File: src/rtl/dram_lsu_pkg.sv
// dram_lsu_pkg: shared definitions for the data_ram load/store unit.
//   - request size encodings (SZ_BYTE / SZ_HALF / SZ_WORD, 2'd3 reserved)
//   - FSM state encoding
//   - default base address of the data_ram window
//   - lane_mask(): byte-enable pattern of a request within its word
package dram_lsu_pkg;

  localparam logic [31:0] DRAM_BASE_DEFAULT = 32'h4000_0000;

  localparam logic [1:0] SZ_BYTE = 2'd0;
  localparam logic [1:0] SZ_HALF = 2'd1;
  localparam logic [1:0] SZ_WORD = 2'd2;

  typedef enum logic [2:0] {
    IDLE   = 3'd0,
    RD     = 3'd1,
    WR     = 3'd2,
    RMW_RD = 3'd3,
    RMW_WR = 3'd4,
    RSP    = 3'd5
  } state_t;

  // Byte lanes touched by an access of the given size at byte offset off.
  function automatic logic [3:0] lane_mask(input logic [1:0] size, input logic [1:0] off);
    logic [3:0] mask;
    case (size)
      SZ_BYTE: mask = 4'b0001 << off;
      SZ_HALF: mask = off[1] ? 4'b1100 : 4'b0011;
      default: mask = 4'b1111;
    endcase
    return mask;
  endfunction

endpackage

File: src/rtl/dram_lsu_align.sv
// dram_lsu_align: combinational data steering for dram_lsu.
//   word      in  32  word read from data_ram
//   wdata     in  32  store data, LSB-justified
//   size      in  2   access size (SZ_BYTE / SZ_HALF / SZ_WORD)
//   off       in  2   byte offset within the word (addr[1:0])
//   sign_ext  in  1   sign-extend sub-word load results
//   load_data out 32  word shifted down to the addressed lane and extended
//   merged    out 32  word with the store lane(s) replaced by wdata
module dram_lsu_align
  import dram_lsu_pkg::*;
(
  input  logic [31:0] word,
  input  logic [31:0] wdata,
  input  logic [1:0]  size,
  input  logic [1:0]  off,
  input  logic        sign_ext,
  output logic [31:0] load_data,
  output logic [31:0] merged
);

  logic [31:0] shifted_s;
  logic [31:0] wshift_s;
  logic [3:0]  mask_s;

  // Load extract/extend and store lane merge.
  always_comb begin
    shifted_s = word >> {off, 3'b000};
    wshift_s  = wdata << {off, 3'b000};
    mask_s    = lane_mask(size, off);
    case (size)
      SZ_BYTE: load_data = {{24{sign_ext & shifted_s[7]}}, shifted_s[7:0]};
      SZ_HALF: load_data = {{16{sign_ext & shifted_s[15]}}, shifted_s[15:0]};
      default: load_data = shifted_s;
    endcase
    for (int i = 0; i < 4; i++) begin
      if (mask_s[i]) begin
        merged[8*i +: 8] = wshift_s[8*i +: 8];
      end else begin
        merged[8*i +: 8] = word[8*i +: 8];
      end
    end
  end

endmodule

File: src/rtl/dram_lsu.sv
// dram_lsu: load/store initiator for data_ram.
// Accepts byte/half/word requests from the core, performs word accesses on
// data_ram (read-modify-write for sub-word stores), honours i_ram_halt with a
// halt timeout, and returns one response pulse per request.
// Optional feature: define LSU_RMW_EN to build the read-modify-write path; when
// undefined, sub-word stores complete immediately with an error.
// Ports:
//   i_clk, i_rst                   clock, synchronous active-high reset
//   i_req_valid/o_req_ready        request handshake (ready only in IDLE)
//   i_req_we/addr/wdata/size/signed request fields
//   o_rsp_valid/rdata/err          one-cycle response
//   o_daddr/o_ddata/o_dwe/o_dre/o_das  data_ram request side
//   i_ddata, i_ram_halt            data_ram read data and halt
module dram_lsu
  import dram_lsu_pkg::*;
#(
  parameter logic [31:0] DRAM_BASE    = DRAM_BASE_DEFAULT,
  parameter int          DRAM_AW      = 12,
  parameter int          HALT_TIMEOUT = 255
) (
  input  logic        i_clk,
  input  logic        i_rst,
  input  logic        i_req_valid,
  output logic        o_req_ready,
  input  logic        i_req_we,
  input  logic [31:0] i_req_addr,
  input  logic [31:0] i_req_wdata,
  input  logic [1:0]  i_req_size,
  input  logic        i_req_signed,
  output logic        o_rsp_valid,
  output logic [31:0] o_rsp_rdata,
  output logic        o_rsp_err,
  output logic [31:0] o_daddr,
  output logic [31:0] o_ddata,
  output logic        o_dwe,
  output logic        o_dre,
  output logic        o_das,
  input  logic [31:0] i_ddata,
  input  logic        i_ram_halt
);

  state_t      state_r, next_state_s;
  logic        we_r, signed_r;
  logic [31:0] addr_r, wdata_r;
  logic [1:0]  size_r;
  logic [31:0] halt_cnt_r;

  logic [31:0] cur_addr_s, cur_wdata_s, offset_s;
  logic [1:0]  cur_size_s;
  logic        cur_signed_s;
  logic        misalign_s, oow_s, req_err_s, access_s, timeout_hit_s;
  logic [31:0] load_data_s, merged_s;

  logic        req_ready_s, rsp_valid_s, rsp_err_s, dwe_s, dre_s, das_s;
  logic [31:0] rsp_rdata_s, daddr_s, ddata_s;

  // Request fields: the live inputs while IDLE (accept cycle), the latched copy otherwise.
  always_comb begin
    if (state_r == IDLE) begin
      cur_addr_s   = i_req_addr;
      cur_wdata_s  = i_req_wdata;
      cur_size_s   = i_req_size;
      cur_signed_s = i_req_signed;
    end else begin
      cur_addr_s   = addr_r;
      cur_wdata_s  = wdata_r;
      cur_size_s   = size_r;
      cur_signed_s = signed_r;
    end
  end

  // Accept-time legality checks and halt-timeout detection.
  always_comb begin
    offset_s   = i_req_addr - DRAM_BASE;
    misalign_s = ((i_req_size == SZ_HALF) && i_req_addr[0]) ||
                 ((i_req_size == SZ_WORD) && (i_req_addr[1:0] != 2'b00));
    // Unsigned wrap makes addresses below the base land out of window too.
    oow_s      = (offset_s >> (DRAM_AW + 2)) != 32'd0;
    req_err_s  = (i_req_size == 2'd3) || misalign_s || oow_s;
`ifndef LSU_RMW_EN
    if (i_req_we && (i_req_size != SZ_WORD)) begin
      req_err_s = 1'b1;
    end else begin
      req_err_s = req_err_s;
    end
`endif
    access_s = (state_r == RD) || (state_r == WR) || (state_r == RMW_RD) || (state_r == RMW_WR);
    if (HALT_TIMEOUT != 0) begin
      timeout_hit_s = access_s && i_ram_halt && (halt_cnt_r == 32'(HALT_TIMEOUT - 1));
    end else begin
      timeout_hit_s = 1'b0;
    end
  end

  dram_lsu_align u_align (
    .word      (i_ddata),
    .wdata     (cur_wdata_s),
    .size      (cur_size_s),
    .off       (cur_addr_s[1:0]),
    .sign_ext  (cur_signed_s),
    .load_data (load_data_s),
    .merged    (merged_s)
  );

  // State register.
  always_ff @(posedge i_clk) begin
    if (i_rst) begin
      state_r <= IDLE;
    end else begin
      state_r <= next_state_s;
    end
  end

  // Next-state logic.
  always_comb begin
    next_state_s = state_r;
    case (state_r)
      IDLE: begin
        if (!i_req_valid) begin
          next_state_s = IDLE;
        end else if (req_err_s) begin
          next_state_s = RSP;
        end else if (!i_req_we) begin
          next_state_s = RD;
        end else if (i_req_size == SZ_WORD) begin
          next_state_s = WR;
        end else begin
`ifdef LSU_RMW_EN
          next_state_s = RMW_RD;
`else
          next_state_s = RSP;
`endif
        end
      end
      RD, WR: begin
        if (!i_ram_halt || timeout_hit_s) begin
          next_state_s = RSP;
        end else begin
          next_state_s = state_r;
        end
      end
`ifdef LSU_RMW_EN
      RMW_RD: begin
        if (timeout_hit_s) begin
          next_state_s = RSP;
        end else if (!i_ram_halt) begin
          next_state_s = RMW_WR;
        end else begin
          next_state_s = RMW_RD;
        end
      end
      RMW_WR: begin
        if (!i_ram_halt || timeout_hit_s) begin
          next_state_s = RSP;
        end else begin
          next_state_s = RMW_WR;
        end
      end
`endif
      RSP:     next_state_s = IDLE;
      default: next_state_s = IDLE;
    endcase
  end

  // Output values for the cycle that starts in next_state_s.
  always_comb begin
    req_ready_s = 1'b0;
    rsp_valid_s = 1'b0;
    rsp_err_s   = 1'b0;
    rsp_rdata_s = 32'd0;
    daddr_s     = 32'd0;
    ddata_s     = 32'd0;
    dwe_s       = 1'b0;
    dre_s       = 1'b0;
    das_s       = 1'b0;
    case (next_state_s)
      IDLE: req_ready_s = 1'b1;
      RD: begin
        das_s   = 1'b1;
        dre_s   = 1'b1;
        daddr_s = {cur_addr_s[31:2], 2'b00};
      end
      WR: begin
        das_s   = 1'b1;
        dwe_s   = 1'b1;
        daddr_s = {cur_addr_s[31:2], 2'b00};
        // Word size: every lane comes from wdata, so the merge is just wdata.
        ddata_s = merged_s;
      end
`ifdef LSU_RMW_EN
      RMW_RD: begin
        das_s   = 1'b1;
        dre_s   = 1'b1;
        daddr_s = {cur_addr_s[31:2], 2'b00};
      end
      RMW_WR: begin
        das_s   = 1'b1;
        dwe_s   = 1'b1;
        daddr_s = {cur_addr_s[31:2], 2'b00};
        // Merge once from the word read in RMW_RD, then hold through halts.
        if (state_r == RMW_RD) begin
          ddata_s = merged_s;
        end else begin
          ddata_s = o_ddata;
        end
      end
`endif
      RSP: begin
        rsp_valid_s = 1'b1;
        rsp_err_s   = (state_r == IDLE) || timeout_hit_s;
        if ((state_r == RD) && !we_r && !timeout_hit_s) begin
          rsp_rdata_s = load_data_s;
        end else begin
          rsp_rdata_s = 32'd0;
        end
      end
      default: req_ready_s = 1'b0;
    endcase
  end

  // Registered outputs.
  always_ff @(posedge i_clk) begin
    if (i_rst) begin
      o_req_ready <= 1'b1;
      o_rsp_valid <= 1'b0;
      o_rsp_err   <= 1'b0;
      o_rsp_rdata <= 32'd0;
      o_daddr     <= 32'd0;
      o_ddata     <= 32'd0;
      o_dwe       <= 1'b0;
      o_dre       <= 1'b0;
      o_das       <= 1'b0;
    end else begin
      o_req_ready <= req_ready_s;
      o_rsp_valid <= rsp_valid_s;
      o_rsp_err   <= rsp_err_s;
      o_rsp_rdata <= rsp_rdata_s;
      o_daddr     <= daddr_s;
      o_ddata     <= ddata_s;
      o_dwe       <= dwe_s;
      o_dre       <= dre_s;
      o_das       <= das_s;
    end
  end

  // Request capture at accept.
  always_ff @(posedge i_clk) begin
    if (i_rst) begin
      we_r     <= 1'b0;
      addr_r   <= 32'd0;
      wdata_r  <= 32'd0;
      size_r   <= 2'd0;
      signed_r <= 1'b0;
    end else if ((state_r == IDLE) && i_req_valid) begin
      we_r     <= i_req_we;
      addr_r   <= i_req_addr;
      wdata_r  <= i_req_wdata;
      size_r   <= i_req_size;
      signed_r <= i_req_signed;
    end else begin
      we_r     <= we_r;
      addr_r   <= addr_r;
      wdata_r  <= wdata_r;
      size_r   <= size_r;
      signed_r <= signed_r;
    end
  end

  // Consecutive halt cycles within the current access state.
  always_ff @(posedge i_clk) begin
    if (i_rst) begin
      halt_cnt_r <= 32'd0;
    end else if (access_s && i_ram_halt && !timeout_hit_s) begin
      halt_cnt_r <= halt_cnt_r + 32'd1;
    end else begin
      halt_cnt_r <= 32'd0;
    end
  end

endmodule

File: config.mk
export PLATFORM = sky130hd
export DESIGN_NAME = dram_lsu
export DESIGN_NICKNAME = d
export VERILOG_FILES = /design/src/rtl/dram_lsu_pkg.sv /design/src/rtl/dram_lsu_align.sv /design/src/rtl/dram_lsu.sv
export SDC_FILE = /design/constraint.sdc
export NUM_CORES = 1
export LEC_CHECK = 0
export CAP_MARGIN = 10
export CORE_MARGIN = 4
export CORE_UTILIZATION = 30
export CTS_CLUSTER_DIAMETER = 60
export DETAILED_ROUTE_END_ITERATION = 8
export GPL_ROUTABILITY_DRIVEN = 0
export GPL_TIMING_DRIVEN = 0
export MAX_ROUTING_LAYER = met4
export PLACE_DENSITY = 0.6
export SLEW_MARGIN = 20
export SYNTH_ARGS = -nofsm -noshare
export SYNTH_HDL_FRONTEND = slang
export SYNTH_SLANG_ARGS = --single-unit
File: constraint.sdc
create_clock -name i_clk -period 2.72 [get_ports i_clk]
set_input_delay 0.816 -clock i_clk [delete_from_list [all_inputs] [get_ports i_clk]]
set_output_delay 0.816 -clock i_clk [all_outputs]
set_load 0.1 [all_outputs]
-- After elaboration in Yosys (flattened, before gate mapping)
Index checks and enable logic that the tools add are counted.
- shift-type cells: 3
- multiplexer cells: 23
- reduce and logical (&&, ||, !) cells: 32
- $add $sub $neg: 2
- bitwise gates (word level): 7
- eq/ne operators: 13
- operators by type and width (kind ; number):
    $mux W32 ; 2
    $pmux W32 S2 ; 1
    $add A32 B1 Y32 const B ; 1
    $eq A32 B8 Y1 const B ; 1
    $mux W8 ; 4
    $reduce_bool A32 Y1 ; 1
    $shl A32 B5 Y32 ; 1
    $shr A32 B5 Y32 ; 1
    $sub A32 B31 Y32 const B ; 1
    $mux W3 ; 5
    $reduce_or A2 Y1 ; 6
    $eq A3 B2 Y1 const B ; 3
    $logic_and A1 B1 Y1 ; 9
    $logic_or A1 B1 Y1 ; 8
    $pmux W4 S2 ; 1
    $mux W1 ; 7
    $eq A3 B1 Y1 const B ; 2
    $eq A3 B3 Y1 const B ; 2
    $logic_not A3 Y1 ; 2
    $pmux W3 S2 ; 1
    $not A1 Y1 ; 5
    $eq A2 B1 Y1 const B ; 2
    $eq A2 B2 Y1 const B ; 2
    $mux W4 ; 1
    8 further kinds ; 11
- bits in registers: 205
- output and inout port bits: 102
- bits of input ports: 104
- word-level logic and storage cells: 97

-- Logic depth before layout (Yosys ltp)
- word-level depth: 13
- mapped depth: 10
- depth with buffers taken out: 8

-- Cells and area by module
Synthesis repeated with hierarchy kept, for this count alone.
- cells, all modules: 1128
- area total of the unflattened synthesis: 9392.8 sq um
- by module, submodules not included (module ; cells each ; seq. area each (sq um) ; area an instance (sq um) ; times used):
    dram_lsu ; 925 ; 4063.9 ; 7697.4 ; 1
    dram_lsu_align ; 203 ; 0.0 ; 1695.4 ; 1

-- Least setup slack after synthesis
OpenSTA, ideal clock, no wires.
- path kind: input to register
- start: in i_req_addr[31]
- end: reg o_daddr[10]
- path buffers: 1
- stages: 7
- setup time: 0.116 ns
- data required time: 2.604 ns
- setup slack: 0.409 ns
- arrival time: 2.195 ns
- cells stage by stage: nor4b_1 > o2111ai_1 > o31a_1 > o21ai_0 > o31a_2 > buf_6 > a21oi_1
- word-level cells in the longest chain between the ends: 11
- elaborated cells between the ends (all ways): 12
- classes of those cells: 1 x add/sub; 2 x eq/ne; 4 x mux; 1 x bitwise; 4 x reduce/logical
- ends and longest elaborated chain (element ; line ; source):
    from (decl) ; dram_lsu.sv:26 ; input logic [31:0] i_req_addr,
    $sub A32 B31 Y32 (*) ; dram_lsu.sv:74 ; offset_s = i_req_addr - DRAM_BASE;
    $reduce_bool A32 Y1 (*) ; dram_lsu.sv:78 ; oow_s = (offset_s >> (DRAM_AW + 2)) != 32'd0;
    $logic_or A1 B1 Y1 (*) ; dram_lsu.sv:79 ; req_err_s = (i_req_size == 2'd3) || misalign_s || oow_s;
    $mux W1 (*) ; dram_lsu.sv:81 ; if (i_req_we && (i_req_size != SZ_WORD)) begin
    $mux W3 (*) ; dram_lsu.sv:121 ; end else if (req_err_s) begin
    $mux W3 (*) ; dram_lsu.sv:119 ; if (!i_req_valid) begin
    $pmux W3 S2 (*) ; dram_lsu.sv:117 ; case (state_r)
    $eq A3 B2 Y1 / $eq A3 B1 Y1 (equally long branches) ; dram_lsu.sv:176 ; case (next_state_s)
    $reduce_or A2 Y1 (no source line) (*) ; - ;
    $not A1 Y1 (no source line) (*) ; - ;
    $reduce_or A2 Y1 (no source line) (*) ; - ;
    to (signal assigned) ; dram_lsu.sv:238 ; o_daddr <= daddr_s;
    to (decl) ; dram_lsu.sv:33 ; output logic [31:0] o_daddr,
Every way passes the cells marked *; elsewhere a longest branch is shown, timed or not.
A chain may end at the register's enable or synchronous reset.

-- Worst setup path in the final report
- start: reg state_r[2]
- end: reg o_rsp_rdata[23]
- word-level cells in the longest chain between the ends: 12
- elaborated cells between the ends (all ways): 30
- classes of those cells: 6 x eq/ne; 1 x shift; 6 x mux; 4 x bitwise; 13 x reduce/logical
- ends and longest elaborated chain (element ; line ; source):
    from (decl) ; dram_lsu.sv:42 ; state_t state_r, next_state_s;
    from (signal assigned) ; dram_lsu.sv:110 ; state_r <= next_state_s;
    $eq A3 B1 Y1 / $eq A3 B2 Y1 (equally long branches) ; dram_lsu.sv:87, dram_lsu.sv:117, dram_lsu.sv:211 ;
    $logic_or A1 B1 Y1 (3 in series) ; dram_lsu.sv:87 ; access_s = (state_r == RD) || (state_r == WR) || (state_r == RMW_RD) || (state_r == RMW_WR);
    $logic_and A1 B1 Y1 (2 in series) ; dram_lsu.sv:89 ; timeout_hit_s = access_s && i_ram_halt && (halt_cnt_r == 32'(HALT_TIMEOUT - 1));
    $logic_or A1 B1 Y1 ; dram_lsu.sv:136 ; if (!i_ram_halt || timeout_hit_s) begin
    $mux W3 ; dram_lsu.sv:136 ;
    $pmux W3 S2 ; dram_lsu.sv:117 ;
    $eq A3 B3 Y1 ; dram_lsu.sv:176 ;
    $not A1 Y1 (no source line) ; - ;
    $reduce_or A3 Y1 (no source line) ; - ;
    to (signal assigned) ; dram_lsu.sv:237 ; o_rsp_rdata <= rsp_rdata_s;
    to (decl) ; dram_lsu.sv:31 ; output logic [31:0] o_rsp_rdata,
Parallel ways exist; a longest one is shown, timed or not.

==> impl_metrics.json <==
{
  "crit_fanout": 10,
  "dpl.hpwl_um": 22860,
  "tightest_slew_ps": 1032,
  "die_h_um": 180.5,
  "cp_slowest_cell": "mux2_2",
  "maxSlewViolCount": 0,
  "fp-row-count": 62,
  "ys_seq_area_share_pct": 45.53,
  "netlist_area_sq_um": 8926,
  "grt.total_usage_pct": 18.21,
  "grt_pass1_wl_um": 47320,
  "multi_input_area_sq_um": 4572,
  "grt_pass1_vias": 8370,
  "arrival_ps": 3010,
  "yosysUniqueCellTypes": 54,
  "cp.depth": 10,
  "final_cells": 1755,
  "hold_class": "reg -> reg",
  "leakage_nw": 5.207,
  "root_buffer": "clkbuf_16",
  "synthCells": 1113,
  "wl_met3_um": 2261,
  "tns_ps": 0,
  "io_buffers": 203,
  "cp_num_buf_inv": 4,
  "seq_area_sq_um": 4064,
  "critPathRequiredTime_ps": 3120,
  "worstHoldStart": "addr_r[13]",
  "htreeDepth": 1,
  "routed_via_density": 4.954,
  "drtPass1Iterations": 5,
  "cts_hold_buf": 0,
  "syn_area_per_cell_sq_um": 8.020,
  "start_kind": "flop",
  "place_inst": 1701,
  "m1WireLength_um": 13570,
  "dieArea_sq_um": 32580,
  "drv_cap": 0,
  "fin_worst_skew_ps": 7.631,
  "clock_latency_ps": 520,
  "grt_setup_unrepaired": "true",
  "r2r_slack_ps": 120,
  "grt_max_degree": 14,
  "clock_path_buffers": 3,
  "fmax_mhz": 384.1,
  "slowest_delay_ps": 410,
  "setup_viol": 0,
  "syn2layout_area_growth_pct": 38.52,
  "tritoncts": "done",
  "drcViolationCount": 0,
  "cts_sinks": 203,
  "synth-seq-cells": 203,
  "worstSetupPathType": "reg -> reg",
  "end_kind": "flop",
  "r2r_cells": 10,
  "final_cell_mix": "301 x nand2_1, 203 x dfxtp_1, 154 x a21oi_1, 103 x clkdlybuf4s50_1, 102 x nor2_1",
  "n_fill_cell": 2975,
  "initial_core_util_pct": 30.77,
  "routedWlPerCell_um": 17.34,
  "drt_iter0_drc": 695,
  "path_cells": "buf_2, nor3_4, mux2_2, buf_6, mux2i_1, mux2i_1, o211ai_2, buf_4, buf_2, a21oi_1",
  "ys_warn_count": 0,
  "maxSlewHeadroom_pct": 31.46,
  "fin_nets": 1455,
  "cellPowerDensity_nw_per_um2": 687.7,
  "holdPathEnd": "o_daddr[13]",
  "async_reset_ff_share_pct": 0,
  "top_layer": "met4",
  "postRouteAntennaNets": 0,
  "cts_buffers": 26,
  "fin_crit_sh_pct": 95.72,
  "grt-ovfl-total": 0,
  "layout_commonest_cell": "nand2_1",
  "placeableCoreArea_sq_um": 29010,
  "wirelength_um": 30440,
  "ios": 206,
  "ir_worst_vdd_mv": 0.4525,
  "run_status": "finished, final reports clean",
  "r2r_end": "o_rsp_rdata[23]",
  "fin_crit_ps": 2604,
  "grt_antenna_before_repair": 2,
  "synthFlopType": "dfxtp_1",
  "hold_violations": 0,
  "die_w_um": 180.5,
  "vias": 8695,
  "synth_edf_count": 0,
  "clk_pin_slew_worst_paths_ps": 60,
  "regToRegStartpoint": "state_r[2]",
  "drive_gt1_share_pct": 8.985,
  "worst_path_dominant_cell_family": "multiplexers",
  "routed-wl-met2_um": 13840,
  "min_delay_path_depth": 2,
  "startpoint": "state_r[2]"
}
-- worst max path at each step --
stage	endpoint
2_1_floorplan	o_daddr[10]
5_1_grt	o_rsp_rdata[29]
4_1_cts	o_rsp_rdata[31]
3_5_place_dp	o_rsp_rdata[6]
6_report	o_rsp_rdata[23]
3_3_place_gp	o_rsp_rdata[6]
-- metrics by stage --
| step | worst slack [ps] | power [mW] | hold WS (ps) | utilization (%) | cell area (sq um) |
|---|---|---|---|---|---|
| after CTS | 15.35 | 8.545 | 455.1 | 42.30 | 12270 |
| after detailed placement | -769.0 | 4.966 | 446.9 | 39.44 | 11440 |
| after floorplan | 408.7 | 4.355 | 434.0 | - | 8930 |
| after global routing | -37.86 | 8.861 | 470.5 | 42.62 | 12360 |
| after global placement | -732.4 | 4.959 | 442.2 | 39.44 | 11440 |
| final | 116.4 | 8.504 | 451.0 | 42.62 | 12360 |
-- flip-flops by register name, indices dropped and copies added, names as in the netlist --
| name | cells |
|---|---|
| signed_r | 1 |
| o_rsp_err | 1 |
| o_req_ready | 1 |
| size_r | 2 |
| o_rsp_rdata | 32 |
| o_dwe | 1 |
| state_r | 3 |
| addr_r | 32 |
| wdata_r | 32 |
| o_ddata | 32 |
| o_daddr | 30 |
| o_rsp_valid | 1 |
| o_dre | 1 |
| halt_cnt_r | 32 |
| we_r | 1 |
| o_das | 1 |
-- routing by layer --
metal | up-vias | GRT usage (%)
met5 | - | -
met4 | 0 | 4.688
met3 | 58 | 3.432
met2 | 343 | 27.88
met1 | 4031 | 24.88
li1 | 4263 | -
-- layout make-up --
cell class	instances	area share [%]
flip-flops and latches	203	32.87
diodes	2	0.04048
plain buffers	75	2.975
clock buffers	33	5.889
repair buffers	207	15.66
inverters	8	0.2429
multi-input cells	828	36.98
well taps	384	3.886
clock inverters	15	1.457
-- Yosys cell counts (2+ instances only) --
| master | instances | share of area (%) |
|---|---|---|
| buf_4 | 5 | 0.42 |
| mux2_2 | 18 | 2.3 |
| xnor2_1 | 12 | 1.2 |
| nor3_1 | 13 | 0.73 |
| o21ai_0 | 24 | 1.3 |
| o21ai_1 | 2 | 0.11 |
| buf_6 | 5 | 0.63 |
| a31oi_1 | 2 | 0.14 |
| nand3_1 | 28 | 1.6 |
| clkbuf_1 | 41 | 1.7 |
| ha_1 | 2 | 0.28 |
| mux2i_1 | 72 | 8.1 |
| and2_1 | 3 | 0.21 |
| nand4_1 | 7 | 0.49 |
| dfxtp_1 | 203 | 46 |
| a211oi_1 | 2 | 0.17 |
| nand2_1 | 301 | 13 |
| a311oi_1 | 7 | 0.69 |
| nor2_1 | 102 | 4.3 |
| nor4_1 | 8 | 0.56 |
| xor2_1 | 14 | 1.4 |
| a21oi_1 | 154 | 8.6 |
| o31a_1 | 2 | 0.20 |
| or3_1 | 9 | 0.63 |
| o221ai_1 | 7 | 0.69 |
| buf_1 | 6 | 0.25 |
| nor2b_1 | 3 | 0.21 |
| inv_1 | 7 | 0.29 |
| and3_1 | 5 | 0.35 |
| nor4b_1 | 2 | 0.20 |
| buf_2 | 18 | 1.0 |
| o211a_1 | 7 | 0.79 |
-- timing repair --
item,CTS,global route
buffers inserted,1,3
hold endpoints to repair,0,0
setup endpoints to repair,165,65
pin swaps,1,2
gates resized for setup,108,13
-- kinds of logic after synthesis --
logic type | Yosys count | share of synthesized area (%)
adder cells (fa/ha/maj) | 2 | 0.2803
flip-flops | 203 | 45.53
AND/OR/NAND/NOR | 490 | 22.96
multiplexers | 90 | 10.34
other | 1 | 0.04201
XOR/XNOR | 26 | 2.551
AO/OA/AOI/OAI | 218 | 13.92
buffers and inverters | 83 | 4.373
-- where the power goes --
group	internal, mW	switching, mW
Sequential	3.09	0.0542
Clock	2.20	1.38
Combinational	0.569	1.21
-- tightest hold or removal path, delay by kind of cell, from the launching register on --
family           cells  cell delay (ps)
AND/OR/NAND/NOR      1               50
AO/OA/AOI/OAI        1               50
flip-flops           1              310
Power figures use the tool's default switching activity.
